`config.mk`:
```
export PLATFORM = sky130hd
export DESIGN_NAME = spi_rx_framed_flat
export DESIGN_NICKNAME = d
export VERILOG_FILES = /design/src/rtl/spi_pkg.sv /design/src/rtl/spi_rx_framed_if.sv /design/src/rtl/spi_rx_fifo.sv /design/src/rtl/spi_rx_framed.sv /design/src/flat_wrapper.sv
export SDC_FILE = /design/constraint.sdc
export NUM_CORES = 1
export LEC_CHECK = 0
export CORE_MARGIN = 8
export CORE_UTILIZATION = 40
export CTS_BUF_LIST = sky130_fd_sc_hd__clkbuf_8
export CTS_CLUSTER_DIAMETER = 100
export DETAILED_ROUTE_END_ITERATION = 10
export HOLD_SLACK_MARGIN = 0.08
export PLACE_DENSITY = 0.7
export SLEW_MARGIN = 0
export SYNTH_ARGS = -nofsm -noshare
export SYNTH_HDL_FRONTEND = slang
export SYNTH_SLANG_ARGS = --single-unit
```
`constraint.sdc`:
```
create_clock -name clk -period 2.1 [get_ports clk]
set_input_delay 0.315 -clock clk [delete_from_list [all_inputs] [get_ports clk]]
set_output_delay 0.315 -clock clk [all_outputs]
set_load 0.01 [all_outputs]
```
`src/rtl/spi_pkg.sv`:
```
// Shared SPI definitions: mode/state typedefs and constant helpers that derive
// clock polarity, phase and sampling edge from an SPI mode number.
package spi_pkg;

  typedef enum logic [1:0] {
    SPI_MODE0 = 2'd0,
    SPI_MODE1 = 2'd1,
    SPI_MODE2 = 2'd2,
    SPI_MODE3 = 2'd3
  } spi_mode_t;

  typedef enum logic [1:0] {
    ST_WAIT_IDLE = 2'd0,
    ST_IDLE      = 2'd1,
    ST_ACTIVE    = 2'd2
  } spi_state_t;

  function automatic logic spi_cpol(input int mode);
    return ((mode >> 1) & 1) != 0;
  endfunction

  function automatic logic spi_cpha(input int mode);
    return (mode & 1) != 0;
  endfunction

  // Data is sampled on the rising sclk edge when polarity and phase agree.
  function automatic logic spi_sample_rising(input int mode);
    return spi_cpol(mode) == spi_cpha(mode);
  endfunction

endpackage

```
`src/rtl/spi_rx_framed_if.sv`:
```
// Word stream leaving the SPI receiver.
// A beat transfers on a clk edge where tvalid && tready; while tvalid is high and
// tready low, tdata holds stable and tvalid stays high until the beat is taken.
interface spi_rx_framed_if #(parameter int DATA_WIDTH = 8);
  logic [DATA_WIDTH-1:0] tdata;
  logic                  tvalid;
  logic                  tready;

  modport master (output tdata, output tvalid, input tready);
  modport slave  (input tdata, input tvalid, output tready);
endinterface

```
`src/rtl/spi_rx_fifo.sv`:
```
// Synchronous word FIFO with occupancy level; a push into a full FIFO is only
// accepted when a pop happens in the same cycle.
module spi_rx_fifo #(
  parameter int DATA_WIDTH = 8,
  parameter int DEPTH      = 4
) (
  input  logic                           clk,
  input  logic                           rst,
  input  logic                           push,
  input  logic [DATA_WIDTH-1:0]          push_data,
  input  logic                           pop,
  output logic [DATA_WIDTH-1:0]          head_data,
  output logic [$clog2(DEPTH+1)-1:0]     level,
  output logic                           full,
  output logic                           empty
);

  localparam int AW = $clog2(DEPTH);
  localparam int LW = $clog2(DEPTH+1);

  logic [DATA_WIDTH-1:0] mem [DEPTH];
  logic [AW-1:0]         wr_ptr;
  logic [AW-1:0]         rd_ptr;
  logic [LW-1:0]         count;
  logic                  do_push;
  logic                  do_pop;

  assign full      = (count == LW'(DEPTH));
  assign empty     = (count == '0);
  assign do_pop    = pop && !empty;
  assign do_push   = push && (!full || do_pop);
  assign head_data = mem[rd_ptr];
  assign level     = count;

  always_ff @(posedge clk) begin
    if (do_push) mem[wr_ptr] <= push_data;
  end

  always_ff @(posedge clk) begin
    if (rst) begin
      wr_ptr <= '0;
      rd_ptr <= '0;
      count  <= '0;
    end else begin
      if (do_push) wr_ptr <= wr_ptr + AW'(1);
      if (do_pop)  rd_ptr <= rd_ptr + AW'(1);
      if (do_push && !do_pop)      count <= count + LW'(1);
      else if (do_pop && !do_push) count <= count - LW'(1);
    end
  end

endmodule

```
`src/rtl/spi_rx_framed.sv`:
```
// SPI slave receiver: synchronises sclk/mosi/cs_n into clk, assembles words
// inside cs_n frames, buffers them in a FIFO and flags overrun/framing errors.
module spi_rx_framed
  import spi_pkg::*;
#(
  parameter int DATA_WIDTH  = 8,
  parameter int SPI_MODE    = 0,
  parameter int MSB_FIRST   = 1,
  parameter int FIFO_DEPTH  = 4,
  parameter int SYNC_STAGES = 2
) (
  input  logic                              clk,
  input  logic                              rst,
  input  logic                              sclk,
  input  logic                              mosi,
  input  logic                              cs_n,
  spi_rx_framed_if.master                   m_axis,
  output logic [$clog2(FIFO_DEPTH+1)-1:0]   fifo_level,
  output logic                              busy,
  output logic                              overrun_error,
  output logic                              frame_error,
  input  logic                              err_clear,
  output spi_state_t                        state_dbg
);

  localparam logic CPOL        = spi_cpol(SPI_MODE);
  localparam logic SAMPLE_RISE = spi_sample_rising(SPI_MODE);
  localparam int   CW          = $clog2(DATA_WIDTH);

  logic [SYNC_STAGES-1:0] sclk_sync;
  logic [SYNC_STAGES-1:0] mosi_sync;
  logic [SYNC_STAGES-1:0] cs_sync;
  logic                   sclk_s;
  logic                   mosi_s;
  logic                   cs_s;
  logic                   sclk_prev;
  logic                   edge_c;
  logic                   sample_q;
  logic                   mosi_q;
  logic [2:0]             warm_cnt;
  logic                   warm;

  spi_state_t             state;
  spi_state_t             state_next;

  logic [CW-1:0]          bit_cnt;
  logic [DATA_WIDTH-1:0]  shift_reg;
  logic [DATA_WIDTH-1:0]  word_next;
  logic                   take;
  logic                   last_bit;
  logic                   end_frame;
  logic                   push;
  logic                   pop;
  logic                   fifo_full;
  logic                   fifo_empty;
  logic                   overrun_evt;
  logic                   frame_evt;

  always_ff @(posedge clk) begin
    if (rst) begin
      sclk_sync <= {SYNC_STAGES{CPOL}};
      mosi_sync <= '0;
      cs_sync   <= '1;
    end else begin
      sclk_sync <= {sclk_sync[SYNC_STAGES-2:0], sclk};
      mosi_sync <= {mosi_sync[SYNC_STAGES-2:0], mosi};
      cs_sync   <= {cs_sync[SYNC_STAGES-2:0], cs_n};
    end
  end

  assign sclk_s = sclk_sync[SYNC_STAGES-1];
  assign mosi_s = mosi_sync[SYNC_STAGES-1];
  assign cs_s   = cs_sync[SYNC_STAGES-1];
  assign edge_c = SAMPLE_RISE ? (sclk_s && !sclk_prev) : (!sclk_s && sclk_prev);

  // The synchroniser's reset value reads as cs_n high; wait until it holds real
  // samples so a frame interrupted by reset is not mistaken for a fresh one.
  assign warm = (warm_cnt == 3'(SYNC_STAGES));

  always_ff @(posedge clk) begin
    if (rst) begin
      sclk_prev <= CPOL;
      sample_q  <= 1'b0;
      mosi_q    <= 1'b0;
      warm_cnt  <= '0;
    end else begin
      sclk_prev <= sclk_s;
      sample_q  <= edge_c;
      mosi_q    <= mosi_s;
      if (!warm) warm_cnt <= warm_cnt + 3'd1;
    end
  end

  always_ff @(posedge clk) begin
    if (rst) state <= ST_WAIT_IDLE;
    else     state <= state_next;
  end

  always_comb begin
    state_next = state;
    case (state)
      ST_WAIT_IDLE: if (warm && cs_s) state_next = ST_IDLE;
      ST_IDLE:      if (!cs_s)        state_next = ST_ACTIVE;
      ST_ACTIVE:    if (cs_s)         state_next = ST_IDLE;
      default:                        state_next = ST_WAIT_IDLE;
    endcase
  end

  assign take      = (state == ST_ACTIVE) && !cs_s && sample_q;
  assign end_frame = (state == ST_ACTIVE) && cs_s;
  assign last_bit  = (bit_cnt == CW'(DATA_WIDTH-1));
  assign push      = take && last_bit;
  assign frame_evt = end_frame && (bit_cnt != '0);

  always_comb begin
    word_next = shift_reg;
    if (MSB_FIRST != 0) word_next = {shift_reg[DATA_WIDTH-2:0], mosi_q};
    else                word_next = {mosi_q, shift_reg[DATA_WIDTH-1:1]};
  end

  always_ff @(posedge clk) begin
    if (rst) begin
      bit_cnt   <= '0;
      shift_reg <= '0;
    end else if (state != ST_ACTIVE || end_frame) begin
      bit_cnt <= '0;
    end else if (take) begin
      shift_reg <= word_next;
      bit_cnt   <= last_bit ? '0 : bit_cnt + CW'(1);
    end
  end

  assign pop         = m_axis.tvalid && m_axis.tready;
  assign overrun_evt = push && fifo_full && !pop;

  spi_rx_fifo #(
    .DATA_WIDTH (DATA_WIDTH),
    .DEPTH      (FIFO_DEPTH)
  ) u_fifo (
    .clk       (clk),
    .rst       (rst),
    .push      (push),
    .push_data (word_next),
    .pop       (pop),
    .head_data (m_axis.tdata),
    .level     (fifo_level),
    .full      (fifo_full),
    .empty     (fifo_empty)
  );

  assign m_axis.tvalid = !fifo_empty;

  // A new error event wins over a coincident clear.
  always_ff @(posedge clk) begin
    if (rst) begin
      overrun_error <= 1'b0;
      frame_error   <= 1'b0;
    end else begin
      overrun_error <= (overrun_error && !err_clear) || overrun_evt;
      frame_error   <= (frame_error && !err_clear) || frame_evt;
    end
  end

  assign busy      = (state == ST_ACTIVE);
  assign state_dbg = state;

endmodule

```
`src/flat_wrapper.sv`:
```
// flat-port wrapper written by rule: the top's interface ports become plain ports
module spi_rx_framed_flat import spi_pkg::*;
#(
  parameter int DATA_WIDTH  = 8,
  parameter int SPI_MODE    = 0,
  parameter int MSB_FIRST   = 1,
  parameter int FIFO_DEPTH  = 4,
  parameter int SYNC_STAGES = 2
)
  (clk, rst, sclk, mosi, cs_n, fifo_level, busy, overrun_error, frame_error, err_clear, state_dbg, m_axis_tdata, m_axis_tvalid, m_axis_tready);
  spi_rx_framed_if #(.DATA_WIDTH(DATA_WIDTH)) m_axis_i ();
  input  logic clk;
  input  logic rst;
  input  logic sclk;
  input  logic mosi;
  input  logic cs_n;
  output logic [$clog2(FIFO_DEPTH+1)-1:0] fifo_level;
  output logic busy;
  output logic overrun_error;
  output logic frame_error;
  input  logic err_clear;
  output spi_state_t state_dbg;
  output wire logic [$bits(m_axis_i.tdata)-1:0] m_axis_tdata;
  output wire logic [$bits(m_axis_i.tvalid)-1:0] m_axis_tvalid;
  input wire logic [$bits(m_axis_i.tready)-1:0] m_axis_tready;
  assign m_axis_tdata = m_axis_i.tdata;
  assign m_axis_tvalid = m_axis_i.tvalid;
  assign m_axis_i.tready = m_axis_tready;
  spi_rx_framed #(.DATA_WIDTH(DATA_WIDTH), .SPI_MODE(SPI_MODE), .MSB_FIRST(MSB_FIRST), .FIFO_DEPTH(FIFO_DEPTH), .SYNC_STAGES(SYNC_STAGES)) u_core (.clk(clk), .rst(rst), .sclk(sclk), .mosi(mosi), .cs_n(cs_n), .m_axis(m_axis_i), .fifo_level(fifo_level), .busy(busy), .overrun_error(overrun_error), .frame_error(frame_error), .err_clear(err_clear), .state_dbg(state_dbg));
endmodule
```
* Word level (Yosys, flattened, before mapping)
Memory sizes are Yosys's and may differ from the RTL's. A register that Yosys moved wholly into a read port is not among the register bits.
Index checks and enable logic that the tools add are counted.
** Word-level totals
- Flip-flop bits (word level) :: 33
- Output and inout port bits :: 17
- Memories kept :: 1
- Memory bits (writable) :: 32
- Logic and storage cells :: 78
** Memory list
- u_core.u_fifo.mem :: depth 4, width 8, rd ports 1, clocked after Yosys merged registers in 1, write ports 1, line spi_rx_fifo.sv:21 : logic [DATA_WIDTH-1:0] mem [DEPTH];
** Cells by class
- Reduce and logical (&&, ||, !) cells :: 35
- Bitwise operators :: 1
- $add $sub $neg :: 6
- Equality and inequality tests :: 9
- Multiplexer cells :: 11
** Operator list (number)
- logical AND 1 bit :: 16
- 2-to-1 mux 2 bit :: 5
- adder 3 x 1 -> 3 bit (second input constant) :: 3
- 2-to-1 mux 3 bit :: 3
- zero test 1 bit :: 8
- equality test 3 bit (second input constant) :: 2
- case mux 2 bit (3 select lines) :: 1
- adder 2 x 1 -> 2 bit (second input constant) :: 2
- logical OR 1 bit :: 4
- != test 2 x 1 -> 1 bit (second input constant) :: 2
- != test 2 bit (second input constant) :: 2
- equality test 3 x 2 -> 1 bit (second input constant) :: 1
- zero test 3 bit :: 1
- AND reduction 3 bit :: 1
- nonzero test 3 bit :: 1
- subtractor 3 x 1 -> 3 bit (second input constant) :: 1
- equality test 2 x 1 -> 1 bit (second input constant) :: 1
- equality test 2 bit (second input constant) :: 1
- zero test 2 bit :: 1
- 2-to-1 mux 1 bit :: 2
- AND reduction 2 bit :: 1
- nonzero test 2 bit :: 1
- OR reduction 2 bit :: 1
- NOT 1 bit :: 1

* Logic depth before layout (Yosys ltp)
Gate-level depths: netlist (run 1).
- Depth after elaboration :: 10
- Depth in mapped cells :: 10
- Mapped depth without buffers :: 10

* Hierarchy
Synthesis (run 1) repeated with hierarchy kept, for this count alone.
** Unflattened totals
- Cells, all modules :: 187
- Area, all modules :: 2658.8 sq um
** By module, submodules not included
- spi_rx_fifo :: area an instance 1632.8 sq um, cells an instance 90, times used 1
- spi_rx_framed :: area an instance 1026.0 sq um, cells an instance 97, times used 1

* Worst setup path before layout (run 1)
OpenSTA, ideal clock, no wires.
- Kind :: register -> register
- From :: register u_core.bit_cnt[1]
- To :: register u_core.u_fifo.count[2], in the netlist u_core.u_fifo.level[2]
- Data required time :: 2.030 ns
- Cell stages (with the launch flop) :: 11
- Clock period less this slack :: 2.268 ns
- Path slack :: -0.168 ns
- Arrival :: 2.197 ns
- Library setup time :: 0.070 ns
- Path through :: dfxtp_1 ha_1 ha_1 inv_1 nor3_4 ha_1 inv_1 fa_1 xor2_1 or3_1 a21oi_1
** On the way
- Word-level cells in the longest chain between the ends :: 6
** Ends and longest elaborated chain
- start: declaration :: line spi_rx_framed.sv:46 : logic [CW-1:0] bit_cnt;
- start signal: assignment :: line spi_rx_framed.sv:129 : bit_cnt <= last_bit ? '0 : bit_cnt + CW'(1);
- equality test 3 bit * :: line spi_rx_framed.sv:111 : assign last_bit = (bit_cnt == CW'(DATA_WIDTH-1));
- logical AND 1 bit * :: line spi_rx_framed.sv:112 : assign push = take && last_bit;
- logical AND 1 bit * :: line spi_rx_fifo.sv:31 : assign do_push = push && (!full || do_pop);
- net u_core.u_fifo.do_push :: line spi_rx_fifo.sv:25 : logic do_push;
- zero test 1 bit :: line spi_rx_fifo.sv:48 : else if (do_pop && !do_push) count <= count - LW'(1);
- logical AND 1 bit :: line spi_rx_fifo.sv:48
- nonzero test 2 bit (no source line)
- end signal: assignment :: line spi_rx_fifo.sv:47 : if (do_push && !do_pop) count <= count + LW'(1);
- end signal: assignment :: line spi_rx_fifo.sv:48
- end: declaration :: line spi_rx_fifo.sv:24 : logic [LW-1:0] count;
Mark *: on every way through the listed nets, which the timed path passes. The rest lies on a longest branch.
A chain may end at the register's enable or synchronous reset.

* Worst setup path in the final report (run 1)
- From :: register u_core.bit_cnt[0]
- To :: register u_core.u_fifo.count[2], in the netlist u_core.u_fifo.level[2]
Same word-level chain as after synthesis.

==> results of run 1 <==
## cell families after synthesis
| family | share of synthesized area (%) |
|---|---|
| simple gates | 12.9 |
| compound gates | 4.51 |
| buf+inv | 2.68 |
| fa+ha+maj | 5.56 |
| xor+xnor | 2.01 |
| flops | 63.7 |
| mux | 8.63 |
## where the power goes
| group | switching, uW | total (uW) | internal (uW) |
|---|---|---|---|
| logic | 324 | 791 | 467 |
| registers | 76.4 | 1520 | 1440 |
| clock network | 479 | 1140 | 665 |
| total | 880 | 3460 | 2580 |
## worst max-delay path by stage
stage                              startpoint                     end  slack [ns]  cells after the start
after floorplan           u_core.state_dbg[0]  u_core.u_fifo.level[2]       -0.11                      9
after CTS                   u_core.bit_cnt[0]  u_core.u_fifo.level[2]        0.01                     10
after detailed placement        m_axis_tready  u_core.u_fifo.level[2]       -0.29                      9
after global routing        u_core.bit_cnt[0]  u_core.u_fifo.level[2]       -0.11                     10
final                       u_core.bit_cnt[0]  u_core.u_fifo.level[2]        0.03                     10
after global placement          m_axis_tready  u_core.u_fifo.level[2]       -0.23                      9
## through the flow
stage	utilization [%]	setup TNS [ns]	hold slack, ns	instance area, um2
final	51.9	0	0.393	3280
after global routing	51.9	-0.108	0.426	3280
after CTS	51.9	0	0.401	3280
after detailed placement	48.0	-0.355	0.383	3030
after global placement	48.0	-0.262	0.375	3030
after floorplan	-	-0.115	0.367	2620
## routing by layer
metal	up-vias	track usage (%)
li1	768	-
met1	702	11.6
met2	38	15.7
met3	13	3.91
met4	0	6.75
met5	-	0
## worst register-to-register path: stages (launching register included)
cell and delay [ns]:
dfxtp_2 0.33, ha_1 0.15, ha_2 0.18, inv_2 0.05, nor3_4 0.12, ha_2 0.20, inv_1 0.05, fa_2 0.33
xor2_1 0.17, or3_1 0.31, a21oi_1 0.12
## timing repair
| action | CTS | global route |
|---|---|---|
| endpoints found under the setup margin | 9 | 1 |
| setup buffers | 2 | 0 |
| hold buffers | 0 | 0 |
| gates resized for setup | 14 | 0 |
## area by class of cell
| type | count | area (um2) | area share, % |
|---|---|---|---|
| sequential | 67 | 1670 | 50.9 |
| multi-input combinational | 108 | 902 | 27.5 |
| timing repair buffer | 38 | 358 | 10.9 |
| clock buffer | 9 | 124 | 3.78 |
| tap | 77 | 96.3 | 2.94 |
| clock inverter | 7 | 93.8 | 2.86 |
| inverter | 9 | 33.8 | 1.03 |
## cells in the final DEF (no fill, tap or decap), types with 2 or more instances in the layout
| cell type | n |
|---|---|
| dfxtp_2 | 3 |
| xnor2_1 | 2 |
| nor2_1 | 14 |
| ha_1 | 8 |
| bufinv_16 | 2 |
| dlygate4sd2_1 | 8 |
| clkbuf_8 | 9 |
| nand2_1 | 18 |
| ha_2 | 2 |
| clkdlybuf4s50_1 | 15 |
| a32oi_1 | 2 |
| nor2b_1 | 8 |
| mux2i_1 | 3 |
| inv_1 | 9 |
| xor2_1 | 4 |
| buf_4 | 13 |
| mux4_2 | 8 |
| edfxtp_1 | 32 |
| and2_2 | 4 |
| buf_12 | 2 |
| or2_2 | 2 |
| a21oi_1 | 11 |
| dfxtp_1 | 31 |
| nand2b_1 | 4 |
| or3_1 | 2 |
| clkinv_4 | 2 |
==> Implementation_results.wiki, run 1 <==
{| class="wikitable"
! Metric !! Value
|-
| Final clock skew || 0.00484 ns
|-
| Effective utilization at floorplan || 41.3%
|-
| Synth top area share || 36.8%
|-
| Number of warnings reported in the yosys synthesis log || 0
|-
| Area Growth Syn to Fin || 25.6%
|-
| Buffer type at the clock tree root || clkbuf_8
|-
| Rows || 29
|-
| Number of buffers inserted by port buffering || 23
|-
| Launch instance of the worst min-delay path || u_core.sclk_prev
|-
| Clock tree from TritonCTS || done
|-
| Vias per inst || 4.83
|-
| Maximum root-to-sink buffer count || 2
|-
| Overall die area || 9370 um2
|-
| Count of nets after finishing || 251
|-
| Routed len/inst || 14.0 um
|-
| Number of unique standard cell types used by synthesis || 37
|-
| Uppermost layer routed || met4
|-
| Crit end category || register
|-
| Die Span Y || 96.8 um
|-
| Count of flip-flops with a built-in enable after synthesis || 32
|-
| Aggregate global routing overflow || 0
|-
| Worst slack at placement || -0.286 ns
|-
| Top cell by count, worst path || ha_2
|-
| Routed length on met3 || 228 um
|-
| Maximum number of pins on one net before global-route repair || 34
|-
| Cell types with the largest area share after synthesis || edfxtp_1 37%, dfxtp_1 27%, mux4_2 6.9%
|-
| Share of synthesized area occupied by flip-flops and latches || 63.7%
|-
| Count of boundary I/O pins || 24
|-
| Worst reg2reg endpoint || u_core.u_fifo.level[2]
|-
| Filler instances || 551
|-
| Worst Max-Slew Pin Slew || 0.406 ns
|-
| DRC violations left || 0
|-
| Diode insertion count for antenna repair || 0
|-
| Final setup fails || 0
|-
| Synth Net Count || 209
|-
| Async SR Flop Fraction || 0%
|-
| Number of search-and-repair iterations in the first detailed-routing pass || 4
|-
| Routed met1 length || 2000 um
|-
| Synthesized area per cell || 13.7 um2
|-
| Final period utilization || 98.6%
|-
| Final Max Tran Viols || 0
|-
| Timing-limited maximum frequency || 0.483 GHz
|-
| Final hold violation count || 0
|-
| Flip-flop count of the largest register, all copies and words added || 32
|-
| Top post-synthesis cells by count || 35 x dfxtp_1, 32 x edfxtp_1, 18 x nand2_1, 14 x nor2_1, 11 x a21oi_1
|-
| Number of clock sinks || 67
|-
| Count of routing violations after the opening detailed-route iteration || 44
|-
| Wire length of the first global-routing pass || 7620 um
|-
| Maximum single-stage delay on the critical path || 0.33 ns
|-
| Commonest register cell after synthesis || dfxtp_1
|-
| Unrepaired setup endpoints after global routing || true
|-
| Critical Path Slowest Stage Cell || dfxtp_2
|-
| Leakage || 0.00117 uW
|-
| Critical-path cell list || ha_1 -> ha_2 -> inv_2 -> nor3_4 -> ha_2 -> inv_1 -> fa_2 -> xor2_1 -> or3_1 -> a21oi_1
|-
| Time the worst path needs with I/O delays and setup || 2.07 ns
|-
| Half-perimeter wire length of the detailed placement result || 3060 um
|-
| Kind of cell adding the most delay to the critical path || adder cells
|-
| Most repeated cell in the gate-level netlist after synthesis || dfxtp_1
|-
| Critical Path Source Type || register
|-
| Number of H-tree levels || 3
|-
| Synthesis-stage register bit count || 67
|-
| Reg2reg setup slack || 0.03 ns
|-
| Total power per unit cell area || 1050 nW/um2
|-
| Endpoint required time on the critical path || 2.37 ns
|-
| Post-synthesis cell area || 2610 um2
|-
| Final weighted congestion in routability-driven placement || 0.732
|-
| R2R cell count || 10
|-
| Total GRT Usage || 10.2%
|-
| Number of buffers created by CTS || 9
|-
| Total via count in the routed design || 1,521
|-
| Worst setup slack after layout || 0.0289 ns
|-
| WP buf/inv || 2
|-
| Clock network latency to the later pin of the worst-skew pair || 0.33 ns
|-
| Clock slew seen by the registers of the worst setup and hold paths || 0.07 ns
|-
| Number of antenna violations at the first check in global routing || 0
|-
| Cell count after synthesis || 191
|-
| Number of cells in the finished layout apart from fillers || 315
|-
| Critical path peak fanout || 2
|-
| Fraction of final layout cells with drive strength greater than 1 || 23.9%
|-
| Worst hold path class || register to register
|-
| Detailed Route WL || 4400 um
|-
| Peak VDD IR || 0.468 mV
|-
| Total power consumption of the routed design || 3460 uW
|-
| Core region area || 6310 um2
|-
| Max_slew headroom || 72.6%
|-
| Endpoint of the worst hold path || u_core.sample_q
|-
| Hold path cells || 1
|-
| Worst EP arrival || 2.34 ns
|-
| Post-synthesis cell type with the largest combined area || edfxtp_1
|-
| Reg2reg start || u_core.bit_cnt[0]
|-
| Max_cap viols || 0
|-
| Crit Path Category || register to register
|-
| Horiz. Die Dim || 96.8 um
|-
| Cell total after placement || 297
|-
| Number of global-route vias before repair || 1,571
|-
| Post-route antenna net violation count || 0
|-
| DR WL met2 || 2050 um
|-
| Outcome || complete, no violations
|}
(Power assumes the default switching activity.)
==> inputs of run 2 (changes only) <==
ABC_CLOCK_PERIOD_IN_PS = 2100   (was unset)
CORE_ASPECT_RATIO = 1.1   (was unset)
==> run 2 against run 1 <==
  * The run now ends with setup timing left
  * First-iteration DRC count increased by 86%
  * Count of clock-buffer cells in the layout unchanged
  * Clock power decreased by 11%
  * Setup slack got worse by 0.032 ns
  * Non-clock buffer count decreased by 1
  * Global-route usage decreased by 0.41 points
  * Utilization decreased by 1.5 points
  * Routed wire length increased by 0.25%
==> Implementation_results.wiki, run 2 (synthesis results as in run 1) <==
{| class="wikitable"
! Metric !! Value
|-
| Violated checks || setup timing
|-
| Number of buffers created by CTS || 9
|-
| Layer with the highest usage || met2
|-
| Rows || 31
|-
| Hold slack final || 0.389 ns
|-
| Levels on crit path || 10
|-
| Comb pwr share || 22.7%
|-
| Reg2reg start || u_core.bit_cnt[1]
|-
| Worst hold path class || register to register
|-
| Critical path origin || u_core.bit_cnt[1]
|-
| Worst setup slack after layout || -0.00281 ns
|-
| Vias per inst || 4.77
|-
| Final weighted congestion in routability-driven placement || 0.768
|-
| Area taken by multi-input logic gates || 908 um2
|-
| Crit end category || register
|-
| Area taken by flip-flops and latches || 1670 um2
|-
| Maximum root-to-sink buffer count || 2
|-
| Fraction of final layout cells with drive strength greater than 1 || 24.1%
|-
| Final setup fails || 1
|-
| Area Growth Syn to Fin || 24.3%
|-
| Global routing usage on met2 || 15.6%
|-
| Highest-count cells in the layout ignoring fill and taps || 32 x edfxtp_1, 31 x dfxtp_1, 18 x nand2_1, 15 x clkdlybuf4s50_1, 14 x nor2_1
|-
| Count of nets after finishing || 250
|-
| Endpoint required time on the critical path || 2.36 ns
|-
| Number of buffers inserted by port buffering || 23
|-
| Critical-path cell list || ha_4 -> ha_4 -> inv_2 -> nor3_4 -> ha_2 -> inv_2 -> fa_2 -> xor2_1 -> or3_1 -> a21oi_1
|-
| Final clock skew || 0.00488 ns
|-
| Diode insertion count for antenna repair || 0
|-
| Number of clock sinks || 67
|-
| Number of H-tree levels || 3
|-
| Launch instance of the worst min-delay path || u_core.sclk_prev
|-
| Met1 Track Usage GR || 10.9%
|-
| Max_slew headroom || 72.6%
|-
| Clock network latency to the later pin of the worst-skew pair || 0.33 ns
|-
| Crit Path Category || register to register
|-
| Maximum number of pins on one net before global-route repair || 16
|-
| Core region area || 6440 um2
|-
| Count of boundary I/O pins || 24
|-
| Total via count in the routed design || 1,521
|-
| Unrepaired setup endpoints after global routing || true
|-
| Final core utilization || 50.4%
|-
| DRC violations left || 0
|-
| R2R cell count || 10
|-
| Leakage || 0.00114 uW
|-
| Final period utilization || 100%
|-
| Horiz. Die Dim || 93.0 um
|-
| Critical Path Source Type || register
|-
| Clock share of power || 30.7%
|-
| Global-route met3 utilization || 3.20%
|-
| Half-perimeter wire length of the detailed placement result || 3040 um
|-
| Power share of the sequential group || 46.6%
|-
| Timing-limited maximum frequency || 0.476 GHz
|-
| Maximum single-stage delay on the critical path || 0.37 ns
|-
| Kind of cell adding the most delay to the critical path || adder cells
|-
| Final hold violation count || 0
|-
| Max_cap viols || 0
|-
| Total negative setup slack || -0.00281 ns
|-
| Peak VDD IR || 0.485 mV
|-
| Worst Max-Slew Pin Slew || 0.405 ns
|-
| Filler instances || 603
|-
| Time the worst path needs with I/O delays and setup || 2.10 ns
|-
| Number of global-route vias before repair || 1,490
|-
| Die Span Y || 101 um
|-
| Detailed Route WL || 4410 um
|-
| Critical path peak fanout || 3
|-
| Post-route antenna net violation count || 0
|-
| Flip-flop count of the largest register, all copies and words added || 32
|-
| Most common cell after layout, fill and taps aside || edfxtp_1
|-
| Switching share of total power || 26.1%
|-
| Total GRT Usage || 9.81%
|-
| Total power per unit cell area || 1020 nW/um2
|-
| Critical Path Slowest Stage Cell || dfxtp_2
|-
| Switching power of the nets || 860 uW
|-
| Worst EP arrival || 2.37 ns
|-
| Hold path cells || 1
|-
| Final Max Tran Viols || 0
|-
| Outcome || complete, but fails checks
|-
| Cell Int Power || 2430 uW
|-
| Routed len/inst || 13.8 um
|-
| Number of antenna violations at the first check in global routing || 0
|-
| Count of routing violations after the opening detailed-route iteration || 82
|-
| WP buf/inv || 2
|-
| Aggregate global routing overflow || 0
|-
| Wire length of the first global-routing pass || 7020 um
|-
| Overall die area || 9370 um2
|-
| Buffer type at the clock tree root || clkbuf_8
|-
| Effective utilization at floorplan || 40.5%
|-
| Number of search-and-repair iterations in the first detailed-routing pass || 4
|-
| Clock slew seen by the registers of the worst setup and hold paths || 0.07 ns
|-
| Clock tree from TritonCTS || done
|}
-- run 2: changes by cell type in the layout (fill, tap and decap cells not counted), sizes merged --
cell / delta
bufinv: -1
clkinv: +2
buf: -1
inv: -1
-- run 2: power groups by stage --
stage	sequential (uW)	combinational, uW	clock, uW
after floorplan	1570	422	0
after global placement	1560	775	0
after detailed placement	1570	794	0
after CTS	1540	767	1050
after global routing	1550	829	1110
final	1540	746	1010
-- run 2: worst reg2reg max path: cells and delay by family, from the launching register on --
family / cells / cell delay [ns]
flops: 1 / 0.37
compound gates: 1 / 0.13
simple gates: 2 / 0.48
xor+xnor: 1 / 0.15
fa+ha+maj: 4 / 0.81
buf+inv: 2 / 0.08
-- run 2: area by class of cell --
cell class,instances,share of cell area (%)
inverters,9,1.04
flip-flops and latches,67,51.4
multi-input cells,108,28.0
clock buffers,9,3.82
clock inverters,7,2.12
well taps,82,3.16
repair buffers,37,10.4
-- run 2: stage by stage --
stage | instances | power [uW] | area [um2] | setup WS (ns)
floorplan | 191 | 1990 | 2620 | -0.115
global placement | 302 | 2340 | 3030 | -0.239
detailed placement | 302 | 2360 | 3030 | -0.277
CTS | 318 | 3360 | 3210 | 0.0115
global route | 319 | 3490 | 3240 | -0.0973
finish | 319 | 3290 | 3240 | -0.00281
-- run 2: what timing repair did --
item                       in CTS  in global routing
pin swaps                       0                  4
setup endpoints to repair       9                  1
setup buffers                   0                  1
hold buffers                    0                  0
resized for setup               9                  7
-- run 2: per-layer routing --
metal	vias to the layer above	wire (um)
met2	24	2230
li1	755	-
met1	734	1910
met4	0	82
met3	8	196
met5	-	0
-- run 2: worst paths after layout --
check	endpoint	slack (ns)
max	u_core.u_fifo.level[2]	-0.003
max reg2reg	u_core.u_fifo.level[2]	-0.003
min reg2reg	u_core.sample_q	0.39
min	u_core.sample_q	0.39
